File: config.mk
export PLATFORM = sky130hd
export DESIGN_NAME = uart_tx_arbiter_flat
export DESIGN_NICKNAME = d
export VERILOG_FILES = /design/src/rtl/uart_tx_arbiter_if.sv /design/src/rtl/uart_tx_arbiter.sv /design/src/flat_wrapper.sv
export SDC_FILE = /design/constraint.sdc
export NUM_CORES = 1
export LEC_CHECK = 0
export CAP_MARGIN = 20
export CORE_MARGIN = 3
export CORE_UTILIZATION = 45
export DETAILED_ROUTE_END_ITERATION = 16
export PLACE_DENSITY = 0.74
export SLEW_MARGIN = 0
export SYNTH_ARGS = -nofsm -noshare
export SYNTH_HDL_FRONTEND = slang
export SYNTH_SLANG_ARGS = --single-unit
File: constraint.sdc
create_clock -name clk -period 4.5 [get_ports clk]
set_input_delay 0.9 -clock clk [delete_from_list [all_inputs] [get_ports clk]]
set_output_delay 0.9 -clock clk [all_outputs]
set_load 0.02 [all_outputs]
File: src/rtl/uart_tx_arbiter_if.sv
// rtl/uart_tx_arbiter_if.sv - requester and uarttx handshake bundle for uart_tx_arbiter
interface uart_tx_arbiter_if #(
  parameter int NUM_REQ = 4
) ();
  localparam int IDW = $clog2(NUM_REQ);

  logic [NUM_REQ-1:0]   req;
  logic [8*NUM_REQ-1:0] req_data;
  logic [NUM_REQ-1:0]   ack;
  logic                 busy;
  logic [IDW-1:0]       grant_id;
  logic                 err_timeout;
  logic                 send;
  logic [7:0]           dintx;
  logic                 donetx;

  // master: clients plus the uarttx done flag; slave: the arbiter
  modport master (
    output req, req_data, donetx,
    input  ack, busy, grant_id, err_timeout, send, dintx
  );
  modport slave (
    input  req, req_data, donetx,
    output ack, busy, grant_id, err_timeout, send, dintx
  );
endinterface

File: src/rtl/uart_tx_arbiter.sv
// rtl/uart_tx_arbiter.sv - round-robin sharing of one uarttx between NUM_REQ byte requesters
module uart_tx_arbiter #(
  parameter int NUM_REQ        = 4,
  parameter int TIMEOUT_CYCLES = 2000000
) (
  input logic              clk,
  input logic              rst,
  uart_tx_arbiter_if.slave bus
);
  localparam int IDW = $clog2(NUM_REQ);
  localparam int CW  = $clog2(TIMEOUT_CYCLES + 1);
  localparam logic [IDW-1:0] LAST_ID  = IDW'(NUM_REQ - 1);
  localparam logic [CW-1:0]  CNT_LAST = CW'(TIMEOUT_CYCLES - 1);

  typedef enum logic [1:0] {IDLE, SEND, WAIT_CLR} state_t;

  state_t             state, state_nx;
  logic [IDW-1:0]     rr, rr_nx;
  logic [IDW-1:0]     grant_id, grant_id_nx;
  logic [IDW-1:0]     sel_idx;
  logic               sel_found;
  logic [IDW:0]       scan;
  logic [7:0]         sel_data;
  logic [7:0]         dintx, dintx_nx;
  logic               send, send_nx;
  logic               busy, busy_nx;
  logic               err, err_nx;
  logic [NUM_REQ-1:0] ack, ack_nx;
  logic [CW-1:0]      cnt, cnt_nx;
  logic               donetx_q;
  logic               rise;

  assign rise = bus.donetx & ~donetx_q;

  // Scan downward so the requester closest to rr is written last and wins.
  always_comb begin
    sel_found = 1'b0;
    sel_idx   = '0;
    scan      = '0;
    for (int k = NUM_REQ - 1; k >= 0; k--) begin
      scan = {1'b0, rr} + (IDW+1)'(k);
      if (scan >= (IDW+1)'(NUM_REQ))
        scan = scan - (IDW+1)'(NUM_REQ);
      if (bus.req[scan[IDW-1:0]]) begin
        sel_found = 1'b1;
        sel_idx   = scan[IDW-1:0];
      end
    end
  end

  always_comb begin
    sel_data = 8'h00;
    for (int i = 0; i < NUM_REQ; i++)
      if (sel_idx == IDW'(i))
        sel_data = bus.req_data[8*i +: 8];
  end

  always_comb begin
    state_nx    = state;
    rr_nx       = rr;
    grant_id_nx = grant_id;
    dintx_nx    = dintx;
    send_nx     = send;
    busy_nx     = busy;
    cnt_nx      = cnt;
    ack_nx      = '0;
    err_nx      = 1'b0;
    case (state)
      IDLE: begin
        if (sel_found) begin
          grant_id_nx = sel_idx;
          dintx_nx    = sel_data;
          busy_nx     = 1'b1;
          send_nx     = 1'b1;
          cnt_nx      = '0;
          state_nx    = SEND;
        end
      end
      SEND: begin
        cnt_nx = cnt + CW'(1);
        // A rise on the timeout cycle still counts as a completed byte.
        if (rise || cnt == CNT_LAST) begin
          send_nx  = 1'b0;
          ack_nx   = NUM_REQ'(1) << grant_id;
          err_nx   = ~rise;
          rr_nx    = (grant_id == LAST_ID) ? '0 : grant_id + IDW'(1);
          state_nx = WAIT_CLR;
        end
      end
      WAIT_CLR: begin
        if (!bus.donetx) begin
          busy_nx  = 1'b0;
          state_nx = IDLE;
        end
      end
      default: state_nx = IDLE;
    endcase
  end

  always_ff @(posedge clk) begin
    if (rst) begin
      state    <= IDLE;
      rr       <= '0;
      grant_id <= '0;
      dintx    <= 8'h00;
      send     <= 1'b0;
      busy     <= 1'b0;
      ack      <= '0;
      err      <= 1'b0;
      cnt      <= '0;
      donetx_q <= 1'b0;
    end else begin
      state    <= state_nx;
      rr       <= rr_nx;
      grant_id <= grant_id_nx;
      dintx    <= dintx_nx;
      send     <= send_nx;
      busy     <= busy_nx;
      ack      <= ack_nx;
      err      <= err_nx;
      cnt      <= cnt_nx;
      donetx_q <= bus.donetx;
    end
  end

  assign bus.ack         = ack;
  assign bus.busy        = busy;
  assign bus.grant_id    = grant_id;
  assign bus.err_timeout = err;
  assign bus.send        = send;
  assign bus.dintx       = dintx;
endmodule

File: src/flat_wrapper.sv
// flat-port wrapper written by rule: the top's interface ports become plain ports
module uart_tx_arbiter_flat 
#(
  parameter int NUM_REQ        = 4,
  parameter int TIMEOUT_CYCLES = 2000000
)
  (clk, rst, bus_req, bus_req_data, bus_donetx, bus_ack, bus_busy, bus_grant_id, bus_err_timeout, bus_send, bus_dintx);
  uart_tx_arbiter_if #(.NUM_REQ(NUM_REQ)) bus_i ();
  input logic clk;
  input logic rst;
  input wire logic [$bits(bus_i.req)-1:0] bus_req;
  input wire logic [$bits(bus_i.req_data)-1:0] bus_req_data;
  input wire logic [$bits(bus_i.donetx)-1:0] bus_donetx;
  output wire logic [$bits(bus_i.ack)-1:0] bus_ack;
  output wire logic [$bits(bus_i.busy)-1:0] bus_busy;
  output wire logic [$bits(bus_i.grant_id)-1:0] bus_grant_id;
  output wire logic [$bits(bus_i.err_timeout)-1:0] bus_err_timeout;
  output wire logic [$bits(bus_i.send)-1:0] bus_send;
  output wire logic [$bits(bus_i.dintx)-1:0] bus_dintx;
  assign bus_i.req = bus_req;
  assign bus_i.req_data = bus_req_data;
  assign bus_i.donetx = bus_donetx;
  assign bus_ack = bus_i.ack;
  assign bus_busy = bus_i.busy;
  assign bus_grant_id = bus_i.grant_id;
  assign bus_err_timeout = bus_i.err_timeout;
  assign bus_send = bus_i.send;
  assign bus_dintx = bus_i.dintx;
  uart_tx_arbiter #(.NUM_REQ(NUM_REQ), .TIMEOUT_CYCLES(TIMEOUT_CYCLES)) u_core (.clk(clk), .rst(rst), .bus(bus_i));
endmodule
==> impl_metrics.tcl <==
set metrics [dict create \
    setup_violations 0 \
    synth.avg_cell_area_um2 9.13 \
    yosys_warnings 0 \
    h-tree-depth 2 \
    synthDistinctLibCells 50 \
    area_growth_pct 27.5 \
    cp_max_fo 17 \
    fp-row-count 24 \
    synth_area_um2 2210 \
    syn_nets 283 \
    root_buffer "clkbuf_8" \
    status "completed" \
    final_util_pct 62.1 \
    peakVddDrop_mv 0.197 \
    startpoint_type "input port" \
    pin_count 56 \
    dieArea_um2 5790 \
    critPathKind "input port to flip-flop" \
    fin_crit_sh_pct 62.7 \
    via_count 1935 \
    fin_setup_tns_ns 0 \
    antenna_found_initial 0 \
    finalHoldViolCount 0 \
    wl_um 5040 \
    fmax_ghz 0.354 \
    grt_setup_unrepaired "no" \
    grt_use_total_pct 17.8 \
    ys_ff_latch 43 \
    diodes 0 \
    gp_congestion 0.753 \
    final_area_um2 2820 \
    cts-resized-gates 0 \
    clock_path_buffers 2 \
    dp_hpwl_um 3670 \
    async_flop_share_pct 0 \
    min_period_ns 2.82 \
    synth_ff_type "dfxtp_1" \
    final_cell_count_no_fill 357 \
    chipWidth_um 76.1 \
    yosysSeqAreaShare_pct 39.0 \
    die_h_um 76.1 \
    drt_iter0_markers 124 \
    critPathCaptureType "flip-flop" \
    power.density_nw_per_um2 292 \
    cap_violations 0 \
    clkTransAtPathRegs_ns 0.08 \
    synthCells 242 \
    fillCellCount 399 \
    critPathArrivalTime_ns 2.99 \
    grt_pass1_vias 1830 \
    grt_max_degree 26 \
    wl_per_cell_um 14.1 \
    cp_data_required_time_ns 4.67 \
    final_antenna_net_count 0 \
    numCtsBuffers 5 \
    detailedPlace.worstSlack_ns 1.39 \
    tritoncts "built" \
    min_path_type "flip-flop to flip-flop" \
    postCtsHoldBufs 0 \
    worst_pin_slew_ns 0.977 \
    clock_skew_ns 0.00666 \
    drtPass1Iterations 5 \
    avgViaCountPerCell 5.42 \
    fin_ws_ns 1.68 \
    cts.sinks 43 \
    finalNetCount 332 \
    dp_cells 349 \
    synth-edff-count 0 \
    clock_latency_ns 0.29 \
    grt_overflow 0 \
    postCtsSetupRepairBufs 0 \
    numPortBuffers 55 \
    drc_errors 0 \
    start_util_pct 48.7 \
    post_dp_cell_area_um2 2730 \
    final-max-slew-violation-count 0 \
    drive_gt1_share_pct 8.22 \
    grt_pass1_wl_um 8490 \
    slew_headroom_pct 34.9 \
    leakagePower_nw 0.968 \
    coreArea_um2 4530 \
]
-- registers in the layout (all words and copies together), names as in the netlist --
signal                  count
u_core.bus.dintx            8
u_core.cnt                 21
u_core.bus.err_timeout      1
u_core.rr                   2
u_core.bus.busy             1
u_core.bus.ack              4
u_core.bus.send             1
u_core.bus.grant_id         2
u_core.state                2
u_core.donetx_q             1
-- report_power, final --
| group | internal [mW] | switching (mW) | total [mW] |
|---|---|---|---|
| Sequential | 0.398 | 0.0135 | 0.412 |
| Clock | 0.109 | 0.131 | 0.239 |
| Combinational | 0.0833 | 0.0874 | 0.171 |
| Total | 0.590 | 0.232 | 0.822 |
-- kinds of logic (layout without fill, tap and decap cells) --
logic type	after synthesis	after routing	synth area share, %
AND/OR/NAND/NOR	106	106	27.2
AO/OA/AOI/OAI	50	50	15.1
flip-flops	43	43	39.0
multiplexers	24	24	11.6
buffers and inverters	16	66	5.61
adder cells (fa/ha/maj)	2	2	1.13
XOR/XNOR	1	1	0.396
-- synth_stat cells, types with 4 or more instances --
cell type,number,area (um^2)
nand2_1,31,116
buf_6,7,78.8
and3_1,4,25.0
o221ai_1,8,70.1
mux2i_1,17,170
nor2b_1,4,25.0
nor3_1,5,25.0
mux2_1,5,56.3
dfxtp_1,43,861
a311oi_1,5,43.8
nand3_1,11,55.1
a21oi_1,18,90.1
o21ai_0,8,40.0
nor2_1,20,75.1
-- per-layer routing --
metal / GRT usage [%] / vias to the layer above / share of wire, %
li1: - / 986 / -
met3: 3.07 / 7 / 3.0
met1: 21.9 / 904 / 45
met2: 31.1 / 38 / 51
met4: 6.70 / 0 / 1.5
met5: 0 / - / 0
-- through the flow --
stage / power (mW) / hold WS (ns)
detailed placement: 0.592 / 0.446
global placement: 0.590 / 0.445
floorplan: 0.521 / 0.433
finish: 0.822 / 0.469
global route: 0.866 / 0.505
CTS: 0.832 / 0.468
-- final timing paths --
check | start | to | cells past startpoint | slack [ns]
min | u_core.bus.dintx[3] | u_core.bus.dintx[3] | 2 | 0.47
max | bus_req[0] | u_core.bus.dintx[2] | 6 | 1.68
max reg2reg | u_core.rr[1] | u_core.bus.dintx[2] | 5 | 2.44
min reg2reg | u_core.bus.dintx[3] | u_core.bus.dintx[3] | 2 | 0.47
-- critical path, stage by stage --
cell	delay [ns]
clkdlybuf4s50_1	0.48
a21oi_1	0.16
o21ai_0	0.08
o2bb2a_1	0.89
mux2i_1	0.32
o221ai_1	0.14
-- cell usage in the layout (no fill, tap or decap), types with 3 or more instances in the layout --
cell,netlist,routed
clkbuf_8,0,5
mux2_1,5,5
nor4b_2,3,3
nor2_2,3,3
nand4_1,3,3
nor2b_1,4,4
nand3_1,11,11
clkdlybuf4s50_1,0,55
o221ai_1,8,8
a311oi_1,5,5
nand2_1,31,31
mux2i_1,17,17
nor3_1,5,5
nand3b_1,3,3
nor2_1,20,20
nand2b_1,3,3
a31oi_1,3,3
and3_1,4,4
o21ai_0,8,8
dfxtp_1,43,43
a21oi_1,18,18
-- layout make-up --
type / count / area [um^2] / share of cell area (%)
Multi-Input combinational cell: 183 / 1220 / 43.5
Sequential cell: 43 / 861 / 30.6
Timing Repair Buffer: 56 / 558 / 19.8
Tap cell: 65 / 81.3 / 2.89
Clock buffer: 6 / 72.6 / 2.58
Clock inverter: 2 / 12.5 / 0.444
Inverter: 2 / 7.51 / 0.266
(Power assumes the default switching activity.)
